==> src/rtl/mem_dump_tx_pkg.sv <==
// Shared definitions for the memory readback transmitter and its UART byte serializer.
// The CKSUM state exists only when DUMP_CHECKSUM_EN is defined.
package mem_dump_tx_pkg;

    // Clocks per UART bit; kept equal to the loader's and SingleUartTx's rate.
    localparam int unsigned SerialWcntDefault = 20;

    // Idle-high cycles between consecutive words (READ and LATCH).
    localparam int unsigned WordGapCycles = 2;

`ifdef DUMP_CHECKSUM_EN
    typedef enum logic [2:0] {
        StIdle,
        StRead,
        StLatch,
        StSend,
        StCksum,
        StFin
    } dump_state_e;
`else
    typedef enum logic [2:0] {
        StIdle,
        StRead,
        StLatch,
        StSend,
        StFin
    } dump_state_e;
`endif

    function automatic logic [31:0] word_align(input logic [31:0] addr);
        return addr & 32'hFFFF_FFFC;
    endfunction

endpackage

==> src/rtl/mem_dump_tx_uart_tx_byte.sv <==
// 8N1 byte serializer: bit-period counter plus a 10-bit frame shifter.
// READY is also high in the last cycle of a stop bit so frames can run back-to-back.
module uart_tx_byte
    import mem_dump_tx_pkg::*;
#(
    parameter int unsigned SERIAL_WCNT = SerialWcntDefault
) (
    input  logic       CLK,
    input  logic       RST_X,
    input  logic       LOAD,
    input  logic [7:0] DATA,
    output logic       TXD,
    output logic       READY
);

    localparam int unsigned CntW = (SERIAL_WCNT > 2) ? $clog2(SERIAL_WCNT) : 1;
    localparam logic [CntW-1:0] CntLast = CntW'(SERIAL_WCNT - 1);

    logic [CntW-1:0] cnt_q;
    logic [3:0]      bit_q;
    logic [9:0]      frame_q;
    logic            busy_q;
    logic            bit_end;
    logic            frame_end;

    assign bit_end   = busy_q && (cnt_q == CntLast);
    assign frame_end = bit_end && (bit_q == 4'd9);
    assign READY     = !busy_q || frame_end;
    assign TXD       = busy_q ? frame_q[0] : 1'b1;

    always_ff @(posedge CLK or negedge RST_X) begin
        if (!RST_X) begin
            cnt_q   <= '0;
            bit_q   <= '0;
            frame_q <= '1;
            busy_q  <= 1'b0;
        end else if (LOAD && READY) begin
            // Stop bit, data LSB-first, start bit in frame_q[0].
            frame_q <= {1'b1, DATA, 1'b0};
            busy_q  <= 1'b1;
            cnt_q   <= '0;
            bit_q   <= '0;
        end else if (busy_q) begin
            if (bit_end) begin
                cnt_q <= '0;
                if (bit_q == 4'd9) begin
                    busy_q <= 1'b0;
                end else begin
                    bit_q   <= bit_q + 4'd1;
                    frame_q <= {1'b1, frame_q[9:1]};
                end
            end else begin
                cnt_q <= cnt_q + CntW'(1);
            end
        end
    end

endmodule

==> src/rtl/mem_dump_tx.sv <==
// Reads NWORDS dmem words from BASE_ADDR and streams them out on TXD, little-endian, 8N1.
// Defining DUMP_CHECKSUM_EN appends a mod-256 sum of all data bytes as a trailing byte.
module mem_dump_tx
    import mem_dump_tx_pkg::*;
#(
    parameter int unsigned SERIAL_WCNT = SerialWcntDefault,
    parameter int unsigned CNT_W       = 16
) (
    input  logic             CLK,
    input  logic             RST_X,
    input  logic             START,
    input  logic [31:0]      BASE_ADDR,
    input  logic [CNT_W-1:0] NWORDS,
    output logic [31:0]      MEM_ADDR,
    input  logic [31:0]      MEM_RDATA,
    output logic             TXD,
    output logic             BUSY,
    output logic             DONE
);

    dump_state_e      state_q, state_d;
    logic [31:0]      addr_q, addr_d;
    logic [31:0]      mem_addr_q, mem_addr_d;
    logic [CNT_W-1:0] cnt_q, cnt_d;
    logic [23:0]      word_q, word_d;
    logic [1:0]       byte_idx_q, byte_idx_d;
`ifdef DUMP_CHECKSUM_EN
    logic [7:0]       sum_q, sum_d;
    logic             cks_loaded_q, cks_loaded_d;
`endif

    logic       tx_load;
    logic [7:0] tx_data;
    logic       tx_ready;

    uart_tx_byte #(
        .SERIAL_WCNT(SERIAL_WCNT)
    ) u_tx (
        .CLK  (CLK),
        .RST_X(RST_X),
        .LOAD (tx_load),
        .DATA (tx_data),
        .TXD  (TXD),
        .READY(tx_ready)
    );

    assign MEM_ADDR = mem_addr_q;
    assign BUSY     = (state_q != StIdle) && (state_q != StFin);
    assign DONE     = (state_q == StFin);

    always_comb begin
        state_d    = state_q;
        addr_d     = addr_q;
        mem_addr_d = mem_addr_q;
        cnt_d      = cnt_q;
        word_d     = word_q;
        byte_idx_d = byte_idx_q;
`ifdef DUMP_CHECKSUM_EN
        sum_d        = sum_q;
        cks_loaded_d = cks_loaded_q;
`endif
        tx_load    = 1'b0;
        tx_data    = word_q[7:0];

        unique case (state_q)
            StIdle: begin
                if (START) begin
                    addr_d     = word_align(BASE_ADDR);
                    mem_addr_d = word_align(BASE_ADDR);
                    cnt_d      = NWORDS;
`ifdef DUMP_CHECKSUM_EN
                    sum_d        = 8'h00;
                    cks_loaded_d = 1'b0;
                    state_d      = (NWORDS == '0) ? StCksum : StRead;
`else
                    state_d      = (NWORDS == '0) ? StFin : StRead;
`endif
                end
            end
            StRead: begin
                state_d = StLatch;
            end
            StLatch: begin
                // Read data is valid now; byte 0 starts at the same edge it is captured.
                tx_load    = 1'b1;
                tx_data    = MEM_RDATA[7:0];
                word_d     = MEM_RDATA[31:8];
                byte_idx_d = 2'd0;
`ifdef DUMP_CHECKSUM_EN
                sum_d      = sum_q + MEM_RDATA[7:0];
`endif
                state_d    = StSend;
            end
            StSend: begin
                if (tx_ready) begin
                    if (byte_idx_q != 2'd3) begin
                        tx_load    = 1'b1;
                        tx_data    = word_q[7:0];
                        word_d     = {8'h00, word_q[23:8]};
                        byte_idx_d = byte_idx_q + 2'd1;
`ifdef DUMP_CHECKSUM_EN
                        sum_d      = sum_q + word_q[7:0];
`endif
                    end else begin
                        cnt_d  = cnt_q - CNT_W'(1);
                        addr_d = addr_q + 32'd4;
                        if (cnt_q != CNT_W'(1)) begin
                            mem_addr_d = addr_q + 32'd4;
                            state_d    = StRead;
                        end else begin
`ifdef DUMP_CHECKSUM_EN
                            tx_load      = 1'b1;
                            tx_data      = sum_q;
                            cks_loaded_d = 1'b1;
                            state_d      = StCksum;
`else
                            state_d      = StFin;
`endif
                        end
                    end
                end
            end
`ifdef DUMP_CHECKSUM_EN
            StCksum: begin
                // Entered either with the checksum already loaded, or idle for NWORDS==0.
                if (tx_ready) begin
                    if (cks_loaded_q) begin
                        state_d = StFin;
                    end else begin
                        tx_load      = 1'b1;
                        tx_data      = sum_q;
                        cks_loaded_d = 1'b1;
                    end
                end
            end
`endif
            StFin: begin
                state_d = StIdle;
            end
            default: begin
                state_d = StIdle;
            end
        endcase
    end

    always_ff @(posedge CLK or negedge RST_X) begin
        if (!RST_X) begin
            state_q    <= StIdle;
            addr_q     <= '0;
            mem_addr_q <= '0;
            cnt_q      <= '0;
            word_q     <= '0;
            byte_idx_q <= '0;
`ifdef DUMP_CHECKSUM_EN
            sum_q        <= '0;
            cks_loaded_q <= 1'b0;
`endif
        end else begin
            state_q    <= state_d;
            addr_q     <= addr_d;
            mem_addr_q <= mem_addr_d;
            cnt_q      <= cnt_d;
            word_q     <= word_d;
            byte_idx_q <= byte_idx_d;
`ifdef DUMP_CHECKSUM_EN
            sum_q        <= sum_d;
            cks_loaded_q <= cks_loaded_d;
`endif
        end
    end

endmodule

==> config.mk <==
export PLATFORM = sky130hd
export DESIGN_NAME = mem_dump_tx
export DESIGN_NICKNAME = d
export VERILOG_FILES = /design/src/rtl/mem_dump_tx_pkg.sv /design/src/rtl/mem_dump_tx_uart_tx_byte.sv /design/src/rtl/mem_dump_tx.sv
export SDC_FILE = /design/constraint.sdc
export NUM_CORES = 1
export LEC_CHECK = 0
export ABC_CLOCK_PERIOD_IN_PS = 2430
export CAP_MARGIN = 25
export CORE_MARGIN = 3
export CORE_UTILIZATION = 49
export CTS_CLUSTER_DIAMETER = 120
export DETAILED_ROUTE_END_ITERATION = 10
export GPL_ROUTABILITY_DRIVEN = 1
export GPL_TIMING_DRIVEN = 0
export MAX_ROUTING_LAYER = met4
export PLACE_DENSITY = 0.76
export SLEW_MARGIN = 20
export SYNTH_ARGS = -nofsm -noshare
export SYNTH_HDL_FRONTEND = slang
export SYNTH_SLANG_ARGS = --single-unit
==> constraint.sdc <==
create_clock -name CLK -period 2.43 [get_ports CLK]
set_input_delay 0.486 -clock CLK [delete_from_list [all_inputs] [get_ports CLK]]
set_output_delay 0.486 -clock CLK [all_outputs]
set_load 0.005 [all_outputs]
==> impl_metrics.yaml, run 1 <==
run_status:
  run_status: "complete, but fails checks"
  violations: "setup timing"
logic_synthesis:
  netlist-cell-type-count: 59
  number_of_warnings_issued_by_yosys: 0
  synth_cells: 740
  synth_ff_type: "sky130_fd_sc_hd__dfrtp_1"
  netlist_area_um2: 7050
  synth.largest_area_cell: "sky130_fd_sc_hd__dfrtp_1"
  syn_avg_cell_area_um2: 9.53
  ys_top_cells_by_count: "sky130_fd_sc_hd__dfrtp_1 (119), sky130_fd_sc_hd__nand2_1 (69), sky130_fd_sc_hd__o21ai_0 (69)"
  yosys_register_bits: 128
  synth-edff-count: 0
  synth_fp_nets: 830
  post-synth-top-area-fraction_pct: 42.2
  synth_sequential_area_ratio_pct: 45.6
  synth-async-reset-ratio_pct: 100
  yosys.cell_count.top_type: "sky130_fd_sc_hd__dfrtp_1"
  synthTopCellsByArea: "sky130_fd_sc_hd__dfrtp_1 (42%), sky130_fd_sc_hd__o21ai_0 (4.9%), sky130_fd_sc_hd__mux2_4 (4.3%)"
global_routing:
  global_route.usage.total_pct: 27.3
  grt_first_pass_wirelength_um: 34000
  grt_pass1_vias: 6724
  grt_start_max_net_pins: 84
  grt_overflow: 0
  grt_antenna_before_repair: 0
critical_path:
  startpoint_type: "flop"
  worst-setup-path-type: "reg2reg"
  timing.critical_path.from: "cnt_q[9]"
  critical_path.reg2reg.startpoint: "cnt_q[9]"
  worst-endpoint-required_ns: 2.73
  crit_family: "simple AND/OR/NAND/NOR gates"
  cp.depth: 8
  crit_path_max_incr_delay_ns: 0.55
  setup.reg_to_reg.worst_slack_ns: -0.10
  timing.critical_path.arrival_ns: 2.83
  worstReg2RegEnd: "MEM_ADDR[18]"
  path_max_fanout: 5
  cp_slowest_cell: "sky130_fd_sc_hd__or4_4"
  r2r_cells: 8
  critical_path_buf_inv_count: 3
  critPathCapture: "MEM_ADDR[18]"
  end_kind: "flop"
  cells_traversed_along_the_worst_timing_path: "or4_4 -> or4b_4 -> nor4_4 -> buf_4 -> nor2_4 -> buf_6 -> clkbuf_16 -> mux2_4"
power:
  power_per_cell_area_nw_per_um2: 542
  ir_drop_v: 0.000452
  leakage_nw: 4.03
detailed_routing:
  remaining_drc_errors: 0
  drt_first_pass_iters: 7
  vias_per_cell: 6.16
  antenna_viol_nets_final: 0
  avgRoutedWirePerCell_um: 19.4
  routed_wirelength_um: 21100
  drt_iter0_markers: 699
  route.vias.total: 6689
cells_and_area:
  drive_above_1_share_pct: 16.3
  area_growth_syn_to_layout_pct: 33.8
  finish.instance_area_um2: 9440
  final_nets: 983
  fillerInstances: 1083
  antenna-diode-count: 0
timing:
  max-slew-margin-rel_pct: 48.6
  fmaxAchievable_mhz: 395
  rsz0062_at_grt: "true"
  worst_slew_pin_slew_ns: 0.771
  timing.final.hold_violations: 0
  fin_crit_ns: 2.53
  timing_max_transition_violations_final: 0
  post-route-period-util_pct: 104
  fin_worst_skew_ns: 0.0101
  fin_ws_ns: -0.103
  timing.final.setup_violations: 21
clock_tree:
  cts_root_buffer: "sky130_fd_sc_hd__clkbuf_16"
  cts_buffers: 17
  worst_skew_pair.late_latency_ns: 0.42
  clock_tree.buffer_depth: 2
  tritoncts_num_sinks: 128
  clock_tree_from_tritoncts: "yes"
  clk_pin_slew_ns: 0.06
  htree_levels: 4
placed_design:
  total_placed_instance_area_um2: 8460
  dp_hpwl_um: 14500
  preCtsSetupSlack_ns: -0.604
  io_buffers: 115
  place.gp.congestion: 0.944
floorplan:
  die-height_um: 126
  core.rowCount: 43
  core_um2: 14000
  die-width_um: 126
  floorplan.die_area_um2: 15900
  total_i_o_pin_count: 118
  start_util_pct: 50.4
flow_run:
  timing.max_cap.violations: 0
hold_path:
  type_of_the_tightest_min_delay_check: "reg2reg"
## state kept, by name, indices dropped and copies added (netlist names)
signal        count
MEM_ADDR         32
word_q           24
cnt_q            16
addr_q           32
u_tx.cnt_q        5
u_tx.bit_q        4
byte_idx_q        2
u_tx.frame_q      9
state_q           3
u_tx.busy_q       1
## routing by layer
| layer | vias to the layer above | wire, um | global-route usage [%] |
|---|---|---|---|
| li1 | 3030 | - | - |
| met1 | 3239 | 8640 | 35.4 |
| met2 | 363 | 10100 | 42.8 |
| met3 | 57 | 1640 | 4.96 |
| met4 | 0 | 659 | 11.0 |
| met5 | - | 0 | - |
## through the flow
step / TNS [ns] / utilization, % / power [mW] / hold WS, ns / std cells
2_1_floorplan: -0.00868 / - / 2.25 / 0.190 / 740
3_3_place_gp: -551.46 / 60.3 / 2.44 / 0.461 / 1035
3_5_place_dp: -36.03 / 60.5 / 2.45 / 0.410 / 1036
4_1_cts: -1.94 / 66.5 / 5.13 / 0.478 / 1080
5_1_grt: -3.55 / 67.5 / 5.26 / 0.515 / 1086
6_report: -1.76 / 67.5 / 5.12 / 0.474 / 1086
## worst reg2reg max path: stages (launching register included)
cell	delay, ns
sky130_fd_sc_hd__dfrtp_1	0.38
sky130_fd_sc_hd__or4_4	0.55
sky130_fd_sc_hd__or4b_4	0.53
sky130_fd_sc_hd__nor4_4	0.14
sky130_fd_sc_hd__buf_4	0.18
sky130_fd_sc_hd__nor2_4	0.05
sky130_fd_sc_hd__buf_6	0.14
sky130_fd_sc_hd__clkbuf_16	0.16
sky130_fd_sc_hd__mux2_4	0.29
## cell usage in the layout, fill, tap and decap left out, types with 14 or more instances in the layout
| master | instances |
|---|---|
| sky130_fd_sc_hd__dfrtp_1 | 118 |
| sky130_fd_sc_hd__clkdlybuf4s50_1 | 114 |
| sky130_fd_sc_hd__nand2_1 | 69 |
| sky130_fd_sc_hd__o21ai_0 | 68 |
| sky130_fd_sc_hd__nor2_1 | 61 |
| sky130_fd_sc_hd__a21oi_1 | 38 |
| sky130_fd_sc_hd__mux2i_1 | 28 |
| sky130_fd_sc_hd__clkbuf_1 | 23 |
| sky130_fd_sc_hd__a31oi_1 | 21 |
| sky130_fd_sc_hd__mux2_4 | 20 |
| sky130_fd_sc_hd__o31ai_1 | 18 |
| sky130_fd_sc_hd__clkbuf_16 | 18 |
| sky130_fd_sc_hd__nand3_1 | 17 |
| sky130_fd_sc_hd__buf_4 | 17 |
| sky130_fd_sc_hd__xnor2_1 | 15 |
| sky130_fd_sc_hd__nor3_1 | 15 |
| sky130_fd_sc_hd__nor4_1 | 14 |
## layout make-up
type / instances / area, um2 / area share (%)
clock inverter: 12 / 165 / 1.75
multi-input combinational: 544 / 3650 / 38.7
sequential: 128 / 3220 / 34.1
inverter: 11 / 41.3 / 0.437
timing repair buffer: 139 / 1410 / 14.9
tap: 180 / 225 / 2.39
clock buffer: 20 / 457 / 4.84
buffer: 52 / 279 / 2.96
## kinds of logic after synthesis
kind of cell    after synthesis  synth area share [%]
flops                       128                  45.6
buf+inv                      68                  3.92
fa+ha+maj                     7                  1.24
compound gates              212                  19.3
mux                          60                  10.1
simple gates                247                  17.6
xor+xnor                     18                  2.23
## worst min-delay path by stage
| stage | startpoint | end | slack (ns) | cells past startpoint |
|---|---|---|---|---|
| floorplan | RST_X | MEM_ADDR[0] | 0.19 | 0 |
| global placement | word_q[6] | word_q[6] | 0.46 | 2 |
| detailed placement | RST_X | MEM_ADDR[29] | 0.41 | 1 |
| CTS | word_q[4] | word_q[4] | 0.48 | 2 |
| global route | word_q[4] | word_q[4] | 0.52 | 2 |
| finish | word_q[1] | word_q[1] | 0.47 | 2 |
## where the power goes
group	internal, mW	switching [mW]
Sequential	2.16	0.0139
Combinational	0.145	0.0923
Clock	1.76	0.943
Total	4.07	1.05
## what timing repair did
item / 4_1_cts / 5_1_grt
pin swaps: 4 / 6
buffers inserted: 12 / 7
gates cloned: 2 / 1
endpoints found under the setup margin: 111 / 94
hold buffers: 1 / 0
resized for setup: 36 / 26
hold endpoints to repair: 45 / 0
Note: power is estimated with default switching activity, not from simulation.
==> inputs of run 2 (changes only) <==
Settings changed: ABC_AREA set to 0, CORE_UTILIZATION 49 to 40, PLACE_DENSITY 0.76 to 0.64.
==> run 2 against run 1 <==
Against the previous run: the run still ends with setup timing left; clock skew about the same; clock power fell by 4%; first-iteration DRC count shrank 44%; flip-flop and latch count did not move; cell count is 3.3% higher; worst hold slack improved by 0.0026 ns; critical path depth down 1; clock-buffer cell count down 2; die area increased by 21%; fmax rose by 1.7%; sequential power about the same; largest cell class unchanged; largest power group unchanged; highest routed layer unchanged.
==> impl_metrics.yaml, run 2 (same netlist as run 1, synthesis figures left out) <==
run_status:
  run_status: "complete, but fails checks"
  violations: "setup timing"
power:
  leakage_nw: 4.02
  total_switching_power_mw: 1.14
  power.switching_fraction_pct: 22.8
  power.total_mw: 5.00
  power_per_cell_area_nw_per_um2: 527
  p_int_mw: 3.86
  ir_drop_v: 0.000481
  share_clk_of_total_power_pct: 51.7
  pwr-share-comb_pct: 4.7
  p_seq_share_pct: 43.6
floorplan:
  total_i_o_pin_count: 118
  die-height_um: 139
  core_um2: 16900
  core.rowCount: 47
  floorplan.die_area_um2: 19300
  die-width_um: 139
  start_util_pct: 41.7
timing:
  fin_ws_ns: -0.0597
  timing.final.setup_violations: 20
  post-route-period-util_pct: 102
  fin_crit_ns: 2.49
  fin_worst_skew_ns: 0.00969
  worst_slew_pin_slew_ns: 0.764
  max-slew-margin-rel_pct: 49.1
  timing_max_transition_violations_final: 0
  timing.final.hold_violations: 0
  rsz0062_at_grt: "true"
  fmaxAchievable_mhz: 402
critical_path:
  cp_slowest_cell: "sky130_fd_sc_hd__clkdlybuf4s50_1"
  worst-endpoint-required_ns: 2.73
  worst-setup-path-type: "in2reg"
  startpoint_type: "input port"
  crit_path_max_incr_delay_ns: 0.55
  end_kind: "flop"
  cells_traversed_along_the_worst_timing_path: "clkdlybuf4s50_1 -> or3b_2 -> a21oi_4 -> o21ai_4 -> nor2_4 -> buf_8 -> mux2_4"
  timing.critical_path.arrival_ns: 2.79
  path_max_fanout: 8
cells_and_area:
  most_common_cell_after_layout_fill_and_taps_aside: "sky130_fd_sc_hd__dfrtp_1"
  antenna-diode-count: 0
  finish.instance_area_um2: 9480
  highest_count_cells_in_the_layout_ignoring_fill_and_taps: "sky130_fd_sc_hd__dfrtp_1 (119), sky130_fd_sc_hd__clkdlybuf4s50_1 (113), sky130_fd_sc_hd__nand2_1 (69)"
  drive_above_1_share_pct: 16.9
  fin_cells: 1122
  utilization_pct: 56.0
  area_growth_syn_to_layout_pct: 34.4
  fillerInstances: 1555
  final_nets: 979
clock_tree:
  clk_pin_slew_ns: 0.06
  clock_tree.buffer_depth: 2
  clock_tree_from_tritoncts: "yes"
  cts_buffers: 17
  worst_skew_pair.late_latency_ns: 0.42
  tritoncts_num_sinks: 128
  cts_root_buffer: "sky130_fd_sc_hd__clkbuf_16"
  htree_levels: 4
detailed_routing:
  avgRoutedWirePerCell_um: 18.3
  drt_first_pass_iters: 5
  antenna_viol_nets_final: 0
  vias_per_cell: 5.62
  route.top_layer_used: "met4"
  route.vias.total: 6301
  m1_wl_um: 9620
  routed_wirelength_um: 20500
  dr_wl_met3_um: 1200
  detailroute.wirelength.met2_um: 9260
  drt_iter0_markers: 394
  remaining_drc_errors: 0
hold_path:
  type_of_the_tightest_min_delay_check: "reg2reg"
placed_design:
  io_buffers: 115
  place.gp.congestion: 0.888
  place.detailed.instances: 1076
  dp_hpwl_um: 14000
  total_placed_instance_area_um2: 8510
global_routing:
  global_route.usage.total_pct: 21.9
  grt_overflow: 0
  grt_antenna_before_repair: 0
  grt_first_pass_wirelength_um: 33000
  grt_start_max_net_pins: 74
  grt_pass1_vias: 6141
flow_run:
  timing.max_cap.violations: 0
[run 2: changes by cell type in the layout (fill, tap and decap cells not counted), sizes merged]
cell           before  now
clkinv              6    2
bufinv              4    2
clkbuf             56   53
buf                40   37
inv                11   16
clkdlybuf4s50     114  113
dlymetal6s2s        0    1
clkinvlp            2    5
[run 2: power by group through the flow]
stage | clock network, mW | logic (mW) | registers [mW]
after floorplan | 0 | 0.0357 | 2.21
after global placement | 0 | 0.230 | 2.21
after detailed placement | 0 | 0.237 | 2.21
after CTS | 2.62 | 0.240 | 2.18
after global routing | 2.71 | 0.259 | 2.18
final | 2.58 | 0.235 | 2.18
[run 2: path summary, 6_finish.rpt]
| check | startpoint | cells past startpoint | slack, ns | endpoint |
|---|---|---|---|---|
| setup / recovery | START | 7 | -0.06 | MEM_ADDR[8] |
| hold / removal | word_q[15] | 2 | 0.48 | word_q[15] |
| setup reg to reg | cnt_q[7] | 7 | -0.05 | MEM_ADDR[18] |
| hold reg to reg | word_q[15] | 2 | 0.48 | word_q[15] |
| max in group asynchronous | RST_X | 3 | 1.14 | word_q[5] |
| min in group asynchronous | RST_X | 2 | 0.58 | MEM_ADDR[21] |
[run 2: layer usage]
metal	vias to the layer above	global-route usage, %
li1	3033	-
met1	3016	30.1
met2	216	33.2
met3	36	4.41
met4	0	6.28
met5	-	-
[run 2: layout make-up]
| class | count | area [um2] | area share, % |
|---|---|---|---|
| tap | 220 | 275 | 2.90 |
| buffer | 52 | 288 | 3.04 |
| inverter | 11 | 41.3 | 0.436 |
| multi-input combinational | 544 | 3670 | 38.8 |
| clock inverter | 14 | 155 | 1.64 |
| clock buffer | 18 | 439 | 4.63 |
| sequential | 128 | 3210 | 33.9 |
| timing repair buffer | 135 | 1390 | 14.7 |
[run 2: worst max-delay path, delay by kind of cell]
kind	cells	cell delay, ns
simple gates	2	0.91
buf+inv	2	0.75
mux	1	0.29
compound gates	2	0.35
[run 2: metrics by stage]
stage	hold WS (ns)	worst slack (ns)	TNS, ns
6_report	0.477	-0.0597	-0.974
5_1_grt	0.508	-0.111	-2.19
4_1_cts	0.484	-0.123	-2.45
3_5_place_dp	0.440	-0.702	-45.40
3_3_place_gp	0.459	-4.34	-581.69
2_1_floorplan	0.190	-0.00868	-0.00868
[run 2: repair_timing]
| item | CTS | global route |
|---|---|---|
| cloned | 3 | 0 |
| hold buffers | 1 | 0 |
| gates resized for setup | 52 | 38 |
| endpoints found under the hold margin | 12 | 0 |
| endpoints found under the setup margin | 108 | 85 |
| pin swaps | 4 | 5 |
| buffers inserted | 12 | 3 |
==> inputs of run 3 (changes only) <==
Settings changed: CELL_PAD_IN_SITES_DETAIL_PLACEMENT set to 1, CELL_PAD_IN_SITES_GLOBAL_PLACEMENT set to 1, CORE_UTILIZATION 40 to 37, PLACE_DENSITY 0.64 to 0.75, REMOVE_ABC_BUFFERS set to 1, SLEW_MARGIN 20 to 25.
==> run 3 against run 2 <==
Against the previous run: fmax rose by 1.8%; worst hold slack got worse by 0.49 ns; final area rose by 0.54%; the flow finishes with violations (hold timing, setup timing); largest power group unchanged; clock-buffer cell count rose by 7; non-clock buffer count fell by 28; clock skew barely moved; power fell by 3.4%; worst setup slack improved by 0.044 ns; die area rose by 7.8%.
==> impl_metrics.yaml, run 3 (same netlist as run 1, synthesis figures left out) <==
cells_and_area:
  area_growth_syn_to_layout_pct: 35.1
  final_nets: 951
  utilization_pct: 52.0
  drive_above_1_share_pct: 17.5
  highest_count_cells_in_the_layout_ignoring_fill_and_taps: "sky130_fd_sc_hd__dfrtp_1 (113), sky130_fd_sc_hd__clkdlybuf4s50_1 (113), sky130_fd_sc_hd__nand2_1 (68)"
  antenna-diode-count: 0
power:
  power_per_cell_area_nw_per_um2: 506
  total_switching_power_mw: 1.07
  p_int_mw: 3.76
  pwr-share-comb_pct: 4.9
  ir_drop_v: 0.000497
  leakage_nw: 3.99
  power.switching_fraction_pct: 22.1
  share_clk_of_total_power_pct: 50.0
  p_seq_share_pct: 45.2
global_routing:
  grt_overflow: 0
  global_route.usage.total_pct: 22.6
  grt_first_pass_wirelength_um: 36200
  grt_antenna_before_repair: 0
  grt_start_max_net_pins: 67
  grt_pass1_vias: 6955
timing:
  timing.final.setup_violations: 9
  max-slew-margin-rel_pct: 45.5
  timing_max_transition_violations_final: 0
  fin_crit_ns: 2.45
  fmaxAchievable_mhz: 409
  timing.final.hold_violations: 3
  fin_worst_hold_slack_ns: -0.0125
  worst_slew_pin_slew_ns: 0.818
  fin_setup_tns_ns: -0.0544
  post-route-period-util_pct: 101
  fin_ws_ns: -0.0160
  rsz0062_at_grt: "true"
  fin_worst_skew_ns: 0.00943
floorplan:
  core_um2: 18300
  total_i_o_pin_count: 118
  start_util_pct: 38.5
  core.rowCount: 49
  die-height_um: 144
  floorplan.die_area_um2: 20800
  die-width_um: 144
clock_tree:
  clock_tree.buffer_depth: 2
  cts_buffers: 17
  clock_tree_from_tritoncts: "yes"
  tritoncts_num_sinks: 128
  worst_skew_pair.late_latency_ns: 0.42
  clk_pin_slew_ns: 0.06
  cts_hold_repair.buffers: 0
  htree_levels: 4
  cts_root_buffer: "sky130_fd_sc_hd__clkbuf_16"
critical_path:
  cp_slowest_cell: "sky130_fd_sc_hd__or4_4"
  timing.critical_path.arrival_ns: 2.74
  crit_path_max_incr_delay_ns: 0.55
  worst-endpoint-required_ns: 2.73
  end_kind: "flop"
  cells_traversed_along_the_worst_timing_path: "or4_4 -> or4b_4 -> nor4_4 -> buf_4 -> nor2_4 -> buf_16 -> mux2_4"
  startpoint_type: "flop"
  path_max_fanout: 6
  worst-setup-path-type: "reg2reg"
placed_design:
  dp_hpwl_um: 14800
  io_buffers: 115
  place.gp.congestion: 0.844
detailed_routing:
  avgRoutedWirePerCell_um: 20.5
  routed_wirelength_um: 22600
  route.vias.total: 6411
  vias_per_cell: 5.81
  antenna_viol_nets_final: 0
  drt_iter0_markers: 344
  drt_first_pass_iters: 5
  remaining_drc_errors: 0
flow_run:
  timing.max_cap.violations: 0
run_status:
  violations: "hold timing, setup timing"
  run_status: "complete, but fails checks"
hold_path:
  type_of_the_tightest_min_delay_check: "in2async"
-- run 3: layout make-up --
cell class / count / area, um2
fill: 1990 / 8800
multi-input combinational: 544 / 3760
tap: 229 / 287
clock inverter: 7 / 62.6
inverter: 11 / 41.3
sequential: 128 / 3220
clock buffer: 25 / 475
timing repair buffer: 159 / 1680
-- run 3: worst paths after layout --
kind                           start            to  slack [ns]  cells after the start
max in group asynchronous      RST_X    state_q[1]        1.71                      2
min in group CLK           word_q[0]     word_q[0]        0.48                      2
max                         cnt_q[9]  MEM_ADDR[30]       -0.02                      7
min reg2reg                word_q[0]     word_q[0]        0.48                      2
max reg2reg                 cnt_q[9]  MEM_ADDR[30]       -0.02                      7
min                            RST_X  MEM_ADDR[14]       -0.01                      1
-- run 3: metal layers --
metal	vias to the layer above	GRT usage (%)	wire length (um)
met3	35	4.83	775
met2	122	39.0	11900
met4	0	5.75	369
li1	2970	-	-
met1	3284	27.1	9520
met5	-	-	0
-- run 3: worst max-delay path, delay by kind of cell (launching register included) --
family                 cells  cell delay (ns)
AND/OR/NAND/NOR            4             1.30
flip-flops                 1             0.38
buffers and inverters      2             0.34
multiplexers               1             0.30
-- run 3: power by group through the flow --
stage	clock network (mW)	registers (mW)	logic [mW]
after floorplan	0	2.21	0.0355
after global placement	0	2.21	0.225
after detailed placement	0	2.22	0.239
after CTS	2.44	2.18	0.241
after global routing	2.55	2.18	0.258
final	2.41	2.18	0.236
-- run 3: what timing repair did --
item,CTS,global route
resized for setup,17,24
endpoints found under the setup margin,110,41
setup buffers,21,10
gates cloned,2,0
pin swaps,7,7
-- run 3: through the flow --
stage	power, mW	hold WS (ns)	worst slack (ns)	instances	cell area [um2]
floorplan	2.25	0.190	-2.64	683	6820
global placement	2.44	0.455	-5.40	1027	8260
detailed placement	2.45	0.469	-0.881	1039	8540
CTS	4.86	0.0201	-0.0454	1093	9350
global route	4.99	0.0287	-0.0841	1103	9530
finish	4.82	-0.0125	-0.0160	1103	9530
